$ cat src/rtl/node_frame_serializer.sv
// node_frame_serializer
//   Takes a coherent one-cycle snapshot of every node position from one
//   simulation core on snap_req, then streams it out one node per beat over a
//   valid/ready interface. The core may keep updating positions while a frame
//   is streamed; the consumer always sees the frame captured at the request.
//
//   Ports:
//     clk, reset          clock; synchronous active-low reset
//     nodes_x, nodes_y    flattened positions, node i at [(i+1)*COORD_W-1 : i*COORD_W]
//     snap_req            single-cycle snapshot request
//     out_valid/out_ready beat handshake
//     out_x, out_y        snapshot coordinates of node out_index
//     out_index           node index of the beat
//     out_first/out_last  index 0 / index NODE_COUNT-1, qualified by out_valid
//     out_core_id         constant CORE_ID
//     busy                frame in flight
//     frame_count         completed frames, wraps at 16 bits
//     drop_count          ignored snap_req pulses, saturates at 0xFF
//
//   Optional feature: define NODE_SERIALIZER_PENDING_EN to hold one request
//   that arrives mid-frame and start the next frame back-to-back on the last
//   beat. Without it every request during a frame is dropped and counted.
module node_frame_serializer #(
  parameter int NODE_COUNT = 5,
  parameter int CORE_ID    = 1,
  parameter int COORD_W    = 32
) (
  input  logic                          clk,
  input  logic                          reset,
  input  logic [NODE_COUNT*COORD_W-1:0] nodes_x,
  input  logic [NODE_COUNT*COORD_W-1:0] nodes_y,
  input  logic                          snap_req,
  output logic                          out_valid,
  input  logic                          out_ready,
  output logic [COORD_W-1:0]            out_x,
  output logic [COORD_W-1:0]            out_y,
  output logic [7:0]                    out_index,
  output logic                          out_first,
  output logic                          out_last,
  output logic [7:0]                    out_core_id,
  output logic                          busy,
  output logic [15:0]                   frame_count,
  output logic [7:0]                    drop_count
);

  localparam logic [0:0] S_IDLE   = 1'b0;
  localparam logic [0:0] S_STREAM = 1'b1;
  localparam logic [7:0] LAST_IDX = 8'(NODE_COUNT - 1);
  localparam int         IW       = $clog2(NODE_COUNT);

  // Snapshot bank; packed layout matches the flattened input buses directly.
  logic [NODE_COUNT-1:0][COORD_W-1:0] bank_x_q, bank_y_q;

  logic [0:0]  state_q, state_d;
  logic [7:0]  idx_q, idx_d;
  logic [15:0] frame_q, frame_d;
  logic [7:0]  drop_q, drop_d;
  logic        snap_we;
  logic        drop_inc;
  logic        xfer, at_last;
  logic [IW-1:0] sel;

`ifdef NODE_SERIALIZER_PENDING_EN
  logic pend_q, pend_d;
`endif

  assign xfer    = (state_q == S_STREAM) && out_ready;
  assign at_last = (idx_q == LAST_IDX);

  always_comb begin
    state_d  = state_q;
    idx_d    = idx_q;
    frame_d  = frame_q;
    snap_we  = 1'b0;
    drop_inc = 1'b0;
`ifdef NODE_SERIALIZER_PENDING_EN
    pend_d   = pend_q;
`endif
    case (state_q)
      S_IDLE: begin
        if (snap_req) begin
          snap_we = 1'b1;
          idx_d   = 8'd0;
          state_d = S_STREAM;
        end
      end
      S_STREAM: begin
`ifdef NODE_SERIALIZER_PENDING_EN
        // One request is held; a second while one is held is dropped.
        if (snap_req) begin
          if (pend_q) drop_inc = 1'b1;
          else        pend_d   = 1'b1;
        end
`else
        if (snap_req) drop_inc = 1'b1;
`endif
        if (xfer) begin
          if (at_last) begin
            frame_d = frame_q + 16'd1;
            idx_d   = 8'd0;
`ifdef NODE_SERIALIZER_PENDING_EN
            // Restart in the same edge so the next frame follows with no gap.
            if (pend_q || snap_req) begin
              snap_we = 1'b1;
              pend_d  = 1'b0;
            end else begin
              state_d = S_IDLE;
            end
`else
            state_d = S_IDLE;
`endif
          end else begin
            idx_d = idx_q + 8'd1;
          end
        end
      end
      default: state_d = S_IDLE;
    endcase
    drop_d = (drop_inc && drop_q != 8'hFF) ? drop_q + 8'd1 : drop_q;
  end

  always_ff @(posedge clk) begin
    if (!reset) begin
      state_q  <= S_IDLE;
      idx_q    <= 8'd0;
      frame_q  <= 16'd0;
      drop_q   <= 8'd0;
      bank_x_q <= '0;
      bank_y_q <= '0;
`ifdef NODE_SERIALIZER_PENDING_EN
      pend_q   <= 1'b0;
`endif
    end else begin
      state_q <= state_d;
      idx_q   <= idx_d;
      frame_q <= frame_d;
      drop_q  <= drop_d;
`ifdef NODE_SERIALIZER_PENDING_EN
      pend_q  <= pend_d;
`endif
      if (snap_we) begin
        bank_x_q <= nodes_x;
        bank_y_q <= nodes_y;
      end
    end
  end

  // Outputs come only from registered bank and index, never from nodes_*.
  assign sel         = idx_q[IW-1:0];
  assign out_x       = bank_x_q[sel];
  assign out_y       = bank_y_q[sel];
  assign out_valid   = (state_q == S_STREAM);
  assign busy        = (state_q == S_STREAM);
  assign out_index   = idx_q;
  assign out_first   = out_valid && (idx_q == 8'd0);
  assign out_last    = out_valid && at_last;
  assign out_core_id = 8'(CORE_ID);
  assign frame_count = frame_q;
  assign drop_count  = drop_q;

endmodule

$ cat config.mk
export PLATFORM = sky130hd
export DESIGN_NAME = node_frame_serializer
export DESIGN_NICKNAME = d
export VERILOG_FILES = /design/src/rtl/node_frame_serializer.sv
export SDC_FILE = /design/constraint.sdc
export NUM_CORES = 1
export LEC_CHECK = 0
export ABC_AREA = 1
export BUFFER_PORTS_ARGS = -buffer_cell sky130_fd_sc_hd__buf_4
export CAP_MARGIN = 5
export CORE_ASPECT_RATIO = 1.2
export CORE_MARGIN = 2
export CORE_UTILIZATION = 47
export CTS_CLUSTER_DIAMETER = 50
export CTS_CLUSTER_SIZE = 10
export DETAILED_ROUTE_END_ITERATION = 16
export PLACE_DENSITY_LB_ADDON = 0.15
export SETUP_SLACK_MARGIN = 0.3
export SLEW_MARGIN = 10
export SYNTH_ARGS = -nofsm -noshare
export SYNTH_HDL_FRONTEND = slang
export SYNTH_SLANG_ARGS = --single-unit
$ cat constraint.sdc
create_clock -name clk -period 1.8 [get_ports clk]
set_input_delay 0.09 -clock clk [delete_from_list [all_inputs] [get_ports clk]]
set_output_delay 0.09 -clock clk [all_outputs]
set_load 0.05 [all_outputs]
# After elaboration in Yosys (flattened, before gate mapping)
# Index checks and enable logic that the tools add are counted.
word_totals:
  register_bits: 353
  in_bits: 324
  output_inout_bits: 108
  wordCells: 44
op_classes:
  addsub: 3
  magnitude_cmp: 1
  n_eq_ne: 4
  n_mux: 14
  n_bitwise: 1
  reduce_logical: 7
op_table:
  columns: ["op", "count"]
  rows:
  - ["32-bit binary-select mux with 3-bit select", 2]
  - ["32-bit 2-to-1 mux", 2]
  - ["8-bit 2-to-1 mux", 3]
  - ["16-bit by 1-bit adder with 16-bit output (second input constant)", 1]
  - ["8-bit by 1-bit adder with 8-bit output (second input constant)", 2]
  - ["8-bit case mux with 2 select lines", 1]
  - ["8-bit by 3-bit == test with 1-bit output (second input constant)", 1]
  - ["8-bit logical NOT", 1]
  - ["8-bit != test (second input constant)", 1]
  - ["1-bit 2-to-1 mux", 5]
  - ["1-bit logical AND", 4]
  - ["3-bit by 4-bit < comparator with 1-bit output (second input constant)", 1]
  - ["3-bit AND reduction", 1]
  - ["2-bit by 1-bit != test with 1-bit output (second input constant)", 1]
  - ["2-bit != test (second input constant)", 1]
  - ["1-bit case mux with 2 select lines", 1]
  - ["2-bit AND reduction", 1]
  - ["1-bit NOT", 1]

# Depth between registers and ports, before layout
# Gate-level depths: netlist of the first run.
depth:
  depth_word: 4
  depth_mapped: 12
  depth_no_buf: 10

# Least setup slack after synthesis of the first run
# Ideal clock, no wire load.
synth_timing:
  path_kind: "flip-flop to output port"
  start: "register idx_q[0], in the netlist out_index[0]"
  end: "output out_last"
  arrival_ns: 2.562
  required_time_ns: 1.710
  slack_ns: -0.852
  path_stages_with_launch: 8
  n_path_buf: 3
  path_cell_list: "dfxtp_1 > buf_2 > inv_1 > buf_2 > buf_2 > ha_1 > nand3_2 > nor3_1"
synth_via:
  elab_chain_cells: 2
synth_rtl:
  columns: ["item", "line", "text"]
  rows:
  - ["start: declaration", "55", "logic [7:0] idx_q, idx_d;"]
  - ["start signal: assignment", "135", "idx_q <= idx_d;"]
  - ["8-bit by 3-bit == test with 1-bit output", "68", "assign at_last = (idx_q == LAST_IDX);"]
  - ["1-bit logical AND", "156", "assign out_last = out_valid && at_last;"]
  - ["end: declaration", "39", "output logic out_last,"]
# Every way passes these cells.

# Worst setup path after layout of the first run
layout_timing:
  start: "register idx_q[0], in the netlist out_index[0]"
  end: "output out_x[28]"
layout_via:
  elab_chain_cells: 2
layout_rtl:
  columns: ["item", "line", "text"]
  rows:
  - ["32-bit binary-select mux with 3-bit select", "150", "assign out_x = bank_x_q[sel];"]
  - ["32-bit 2-to-1 mux (implied by the code)", "150", null]
  - ["end: declaration", "35", "output logic [COORD_W-1:0] out_x,"]
# Every way passes these cells. The select of a mux whose other input is x is not followed.

==> results.py, run 1 <==
metrics = {
    "critical_path": {
        "path_cells": "buf_6, buf_12, buf_16, nand2_1, nand3_1, nand3_1, o21ai_4, buf_6",
        "cp_slowest_cell": "dfxtp_4",
        "crit_path_end_kind": "output pin",
        "r2r-end": "out_index[6]$_SDFFE_PN0P_",
        "worstPathArrival_ns": 2.07,
        "cp.required_ns": 1.71,
        "crit_type": "flip-flop to output pin",
        "r2r_setup_slack_ns": -0.02,
        "critical_path.max_stage_delay_ns": 0.39,
        "startpoint": "out_index[0]$_SDFFE_PN0P_",
        "reg2regPathDepth": 7,
        "r2r_start": "out_index[0]$_SDFFE_PN0P_",
        "cp-start-kind": "flip-flop",
        "cp_max_fo": 7,
    },
    "hold_path": {
        "hold_path_class": "input pin to flip-flop",
        "holdPathEnd": "busy$_SDFF_PN0_",
        "min_from": "out_ready",
        "hold_path_depth": 4,
    },
    "flow_run": {
        "maxCapViolCount": 0,
    },
    "yosys": {
        "yosys-top-cells-area": "dfxtp_1 (46%), nor2_1 (14%), o21ai_0 (12%), nand2_1 (7.9%), nand3_1 (7.1%)",
        "synth_area_per_cell_um2": 6.81,
        "synth_top_family_by_area": "simple AND/OR/NAND/NOR gates",
        "synth.area.mux_share_pct": 0,
        "syn_area_um2": 15300,
        "yosysSeqAreaShare_pct": 46.3,
        "synth-adder-area-share_pct": 0.328,
        "synthCells": 2242,
        "async_reset_ff_share_pct": 0,
        "yosys.area.top_type": "dfxtp_1",
        "ys_ff_latch": 353,
        "synth_edf_count": 0,
        "netlist-cell-type-count": 30,
        "synth-simple-area-share_pct": 29.9,
        "synthXorXnorAreaFrac_pct": 0.287,
        "yosysTopAreaCellShare_pct": 46.3,
        "synth_flop_cell": "dfxtp_1",
        "synth-warning-count": 0,
        "synth-compound-area-share_pct": 15.7,
    },
    "placed_design": {
        "portBuffers": 423,
        "dp_cells": 2939,
        "place_congestion": 0.865,
        "place.detailed.hpwl_um": 33700,
        "place_ws_ns": 0.106,
    },
    "power": {
        "p_leak_nw": 11.7,
        "clkPwrFrac_pct": 36.2,
        "pwr-share-seq_pct": 40.0,
        "power.internal_mw": 15.3,
        "switchingPower_mw": 6.45,
        "p_sw_share_pct": 29.7,
        "pwr-share-comb_pct": 23.8,
        "p_per_area_nw_per_um2": 812,
        "peakVddDrop_uv": 816,
    },
    "clock_tree": {
        "clock-sinks": 353,
        "worst_skew_pair.late_latency_ns": 0.53,
        "clockBufferDepth": 3,
        "htree_num_levels": 2,
        "clockRootBuffer": "clkbuf_16",
        "clk_pin_slew_ns": 0.06,
        "cts_inserted_buffers": 42,
        "cts_tree": "built",
    },
    "detailed_routing": {
        "routed_wl_um": 76600,
        "drt_iter0_markers": 2680,
        "viasPerCell": 5.91,
        "vias": 20200,
        "drt-wirelength-per-cell_um": 22.5,
        "ant_nets": 0,
        "post-route-drc-count": 0,
        "dr.pass1.iters": 6,
    },
    "grt": {
        "grt_pass1_wl_um": 106000,
        "grt.overflow.total": 0,
        "track_usage_pct": 39.5,
        "antenna_found_initial": 6,
        "grt_max_degree": 129,
        "grt_pass1_vias": 19900,
    },
    "floorplan": {
        "dieArea_um2": 34000,
        "fp.dieW_um": 169,
        "start_util_pct": 47.5,
        "num_io_pins": 432,
        "die_height_um": 201,
        "floorplan.rows": 72,
        "core_area_um2": 32200,
    },
    "sta": {
        "fin_crit_sh_pct": 120,
        "drv_slew": 0,
        "holdWs_ns": 0.0913,
        "fmax_ghz": 0.463,
        "finalSetupViolCount": 65,
        "tightest_slew_ns": 0.633,
        "slew_headroom_pct": 57.8,
        "fin_crit_ns": 2.16,
        "rsz0062_at_grt": "true",
        "fin_ws_ns": -0.358,
        "finClkSkew_ns": 0.0109,
        "hold_viol": 0,
    },
    "cells_and_area": {
        "mostFrequentLayoutCells": "nor2_1 (553), buf_4 (385), dfxtp_1 (341)",
        "drive_gt1_share_pct": 27.8,
        "area_delta_synth_final_pct": 75.3,
        "mostFrequentLayoutCell": "nor2_1",
        "post-route-util_pct": 83.2,
        "final_cell_count_no_fill": 3408,
        "nets": 3312,
    },
    "run_status": {
        "status": "finished, violations left",
        "violations": "setup timing",
    },
}
## how the worst max path moves through the flow
stage,slack [ns],end,depth (start not counted)
floorplan,-0.03,frame_count[9]$_SDFFE_PN0P_,11
global placement,0.13,out_y[17],6
detailed placement,0.11,out_index[6]$_SDFFE_PN0P_,6
CTS,-0.24,out_y[11],8
global route,-0.41,out_x[28],8
finish,-0.36,out_x[28],8
## critical path, delay by kind of cell, from the launching register on
kind / cells / cell delay [ns]
AO/OA/AOI/OAI: 1 / 0.09
buffers and inverters: 4 / 0.61
flip-flops: 1 / 0.39
AND/OR/NAND/NOR: 3 / 0.45
## sequential cells by signal (all words and copies together), names as in the netlist
name and count:
bank_x_q 160, busy 1, frame_count 16, bank_y_q 160
drop_count 8, out_index 8
## stage by stage
step	area (um^2)	power [mW]	TNS, ns
final	26800	21.7	-14.61
after global routing	26800	22.3	-16.54
after CTS	25800	21.1	-11.71
after detailed placement	19600	12.3	0
after global placement	19600	12.3	0
after floorplan	16100	11.0	-0.113
## cells by family (layout without fill, tap and decap cells)
kind of cell,count (synthesis),after routing
compound gates,478,478
xor+xnor,5,5
other cells,2,16
flops,353,353
fa+ha+maj,4,4
simple gates,1122,1122
buf+inv,278,1023
## per-layer routing
| layer | up-vias | track usage, % | share of wire [%] | routed length, um |
|---|---|---|---|---|
| met4 | 0 | 29.0 | 8.8 | 6760 |
| met5 | - | 0 | 0 | 0 |
| li1 | 8745 | - | - | - |
| met1 | 9277 | 42.8 | 33 | 25500 |
| met3 | 518 | 8.08 | 11 | 8400 |
| met2 | 1611 | 67.9 | 47 | 35900 |
## final cells by class
class / instances / area, um^2
well taps: 407 / 509
diodes: 8 / 20.0
inverters: 101 / 419
fillers: 1753 / 5390
multi-input cells: 1617 / 8560
repair inverters: 2 / 17.5
repair buffers: 867 / 8940
clock inverters: 3 / 42.5
flip-flops and latches: 353 / 7090
clock buffers: 50 / 1160
## synth_stat cells (2+ instances only)
cell type,n
inv_2,2
buf_1,14
buf_4,10
nor3_1,4
nor2_1,557
dfxtp_1,353
nor2_2,2
o21ai_1,14
o21bai_1,2
o21ai_0,378
ha_1,4
inv_1,99
nand3_1,218
conb_1,2
nand4_1,12
xor2_1,3
xnor2_1,2
nand2_1,323
clkbuf_2,3
clkbuf_1,108
buf_2,41
a21oi_1,83
## power groups by stage
stage               Sequential, mW  Clock (mW)  Combinational, mW
finish                        8.70        7.87               5.19
global route                  8.74        8.17               5.41
CTS                           8.64        7.81               4.60
detailed placement            8.79           0               3.54
global placement              8.78           0               3.50
floorplan                     8.74           0               2.25
## what timing repair did
item | CTS | global route
hold buffers | 320 | 1
setup endpoints to repair | 79 | 339
gates resized for setup | 219 | 111
endpoints found under the hold margin | 320 | 1
pin swaps | 59 | 37
gates cloned | 28 | 16
buffers inserted | 27 | 16
No activity file was read; power rests on OpenSTA's default activity.
==> inputs of run 2 (changes only) <==
- SETUP_SLACK_MARGIN: 0.3 -> not set
==> results.py, run 2 (synthesis results as in run 1) <==
metrics = {
    "run_status": {
        "status": "finished, violations left",
        "violations": "setup timing",
    },
    "sta": {
        "drv_slew": 0,
        "finalSetupViolCount": 80,
        "fin_crit_sh_pct": 126,
        "tightest_slew_ns": 0.557,
        "rsz0062_at_grt": "true",
        "fmax_ghz": 0.440,
        "fin_ws_ns": -0.470,
        "finClkSkew_ns": 0.0178,
        "slew_headroom_pct": 62.8,
        "fin_crit_ns": 2.27,
        "hold_viol": 0,
        "holdWs_ns": 0.0280,
    },
    "grt": {
        "track_usage_pct": 37.8,
        "grtUsageMet1_pct": 40.7,
        "use_met2_pct": 65.7,
        "grt_busiest_layer": "met2",
        "antenna_found_initial": 13,
        "grt_max_degree": 102,
        "grt.met3_usage_pct": 8.54,
        "grt_pass1_wl_um": 102000,
        "grt.overflow.total": 0,
        "grt_pass1_vias": 19500,
    },
    "cells_and_area": {
        "nets": 3290,
        "mostFrequentLayoutCell": "nor2_1",
        "nFillCells": 1687,
        "area_delta_synth_final_pct": 75.6,
        "mostFrequentLayoutCells": "nor2_1 (555), buf_4 (376), dfxtp_1 (349)",
        "design_area_um2": 26800,
        "drive_gt1_share_pct": 28.6,
        "final_cell_count_no_fill": 3391,
    },
    "critical_path": {
        "critical_path.max_stage_delay_ns": 0.38,
        "timing.critical_path.buf_inv": 6,
        "path_delay_family": "buffers and inverters",
        "r2r_setup_slack_ns": -0.14,
        "critPathMostFrequentCell": "buf_16",
        "cp-start-kind": "flip-flop",
        "cp_slowest_cell": "dfxtp_4",
        "reg2regPathDepth": 12,
        "path_cells": "inv_8, buf_16, nand3_4, buf_12, buf_16, buf_4, o21ai_4, buf_6",
        "crit_type": "flip-flop to output pin",
        "r2r-end": "frame_count[14]$_SDFFE_PN0P_",
        "cp.required_ns": 1.71,
        "crit_path_end_kind": "output pin",
        "cp_max_fo": 4,
        "r2r_start": "out_index[0]$_SDFFE_PN0P_",
        "worstPathArrival_ns": 2.18,
        "path_depth": 8,
    },
    "floorplan": {
        "floorplan.rows": 72,
        "core_area_um2": 32200,
        "die_height_um": 201,
        "num_io_pins": 432,
        "fp.dieW_um": 169,
        "start_util_pct": 47.5,
        "dieArea_um2": 34000,
    },
    "clock_tree": {
        "clockBufferDepth": 3,
        "htree_num_levels": 2,
        "clock-sinks": 353,
        "clk_pin_slew_ns": 0.06,
        "cts_tree": "built",
        "clockRootBuffer": "clkbuf_16",
        "cts_inserted_buffers": 42,
        "worst_skew_pair.late_latency_ns": 0.55,
    },
    "power": {
        "p_leak_nw": 11.7,
        "p_per_area_nw_per_um2": 813,
        "peakVddDrop_uv": 710,
    },
    "placed_design": {
        "place_congestion": 0.860,
        "place_ws_ns": 0.153,
        "place.detailed.hpwl_um": 34400,
        "postPlaceCellArea_um2": 19600,
        "portBuffers": 423,
        "dp_cells": 2940,
    },
    "detailed_routing": {
        "drt_iter0_markers": 2664,
        "post-route-drc-count": 0,
        "dr.pass1.iters": 10,
        "viasPerCell": 5.92,
        "drt-wirelength-per-cell_um": 22.2,
        "routed_wl_um": 75200,
        "vias": 20100,
        "ant_nets": 0,
    },
    "hold_path": {
        "hold_path_depth": 5,
        "hold_path_class": "input pin to flip-flop",
        "holdPathEnd": "out_index[2]$_SDFFE_PN0P_",
        "min_from": "out_ready",
    },
    "flow_run": {
        "maxCapViolCount": 0,
    },
}
-- run 2: changes by cell type in the layout (fill, tap and decap cells not counted), moves of 7 or more --
cell | previous run | this run
nand3_1 | 121 | 79
nand3_4 | 9 | 27
nand3_2 | 89 | 113
nand2_1 | 292 | 276
buf_16 | 34 | 19
buf_6 | 72 | 56
dfxtp_1 | 341 | 349
buf_4 | 385 | 376
buf_8 | 17 | 26
o21ai_0 | 303 | 313
buf_12 | 24 | 31
nand2_4 | 6 | 17
o21ai_1 | 24 | 15
-- run 2: repair_timing --
item,CTS,global route
pin swaps,5,64
endpoints found under the hold margin,321,0
endpoints found under the setup margin,66,91
gates cloned,13,25
setup buffers,14,13
hold buffers,321,0
resized for setup,115,268
-- run 2: metal layers --
layer	up-vias	share of wire [%]
li1	8704	-
met1	9228	32
met2	1577	48
met3	565	10
met4	2	9.5
met5	-	0.0093
-- run 2: power by group --
group	internal (mW)	total, mW	switching, mW
clock network	4.58	7.86	3.28
logic	2.31	5.26	2.95
registers	8.39	8.70	0.317
total	15.3	21.8	6.54
-- run 2: worst max path at each step --
stage,slack [ns],from,endpoint
floorplan,-0.03,out_index[0]$_SDFFE_PN0P_,frame_count[9]$_SDFFE_PN0P_
global placement,0.17,out_index[0]$_SDFFE_PN0P_,out_index[6]$_SDFFE_PN0P_
detailed placement,0.15,out_index[0]$_SDFFE_PN0P_,out_y[23]
CTS,-0.26,out_index[0]$_SDFFE_PN0P_,out_x[29]
global route,-0.54,out_index[0]$_SDFFE_PN0P_,out_x[4]
finish,-0.47,out_index[0]$_SDFFE_PN0P_,out_x[1]
-- run 2: tightest hold or removal path: stages --
cell	delay, ns
buf_4	0.12
nand2_2	0.12
nor2_4	0.08
nand2_1	0.06
a21oi_1	0.05
-- run 2: final cells by class --
type / instances / area [um^2] / share of cell area (%)
Antenna cell: 12 / 30.0 / 0.112
Inverter: 101 / 399 / 1.49
Timing Repair Buffer: 847 / 8640 / 32.2
Tap cell: 407 / 509 / 1.90
Clock buffer: 53 / 1200 / 4.46
Sequential cell: 353 / 7080 / 26.4
Multi-Input combinational cell: 1617 / 8950 / 33.4
Clock inverter: 1 / 8.76 / 0.0327
-- run 2: metrics by stage --
| stage | util, % | TNS, ns | power [mW] |
|---|---|---|---|
| 2_1_floorplan | - | -0.0629 | 11.0 |
| 3_3_place_gp | 60.8 | 0 | 12.3 |
| 3_5_place_dp | 60.8 | 0 | 12.4 |
| 4_1_cts | 77.6 | -14.27 | 20.9 |
| 5_1_grt | 83.4 | -22.05 | 22.4 |
| 6_report | 83.4 | -17.32 | 21.8 |
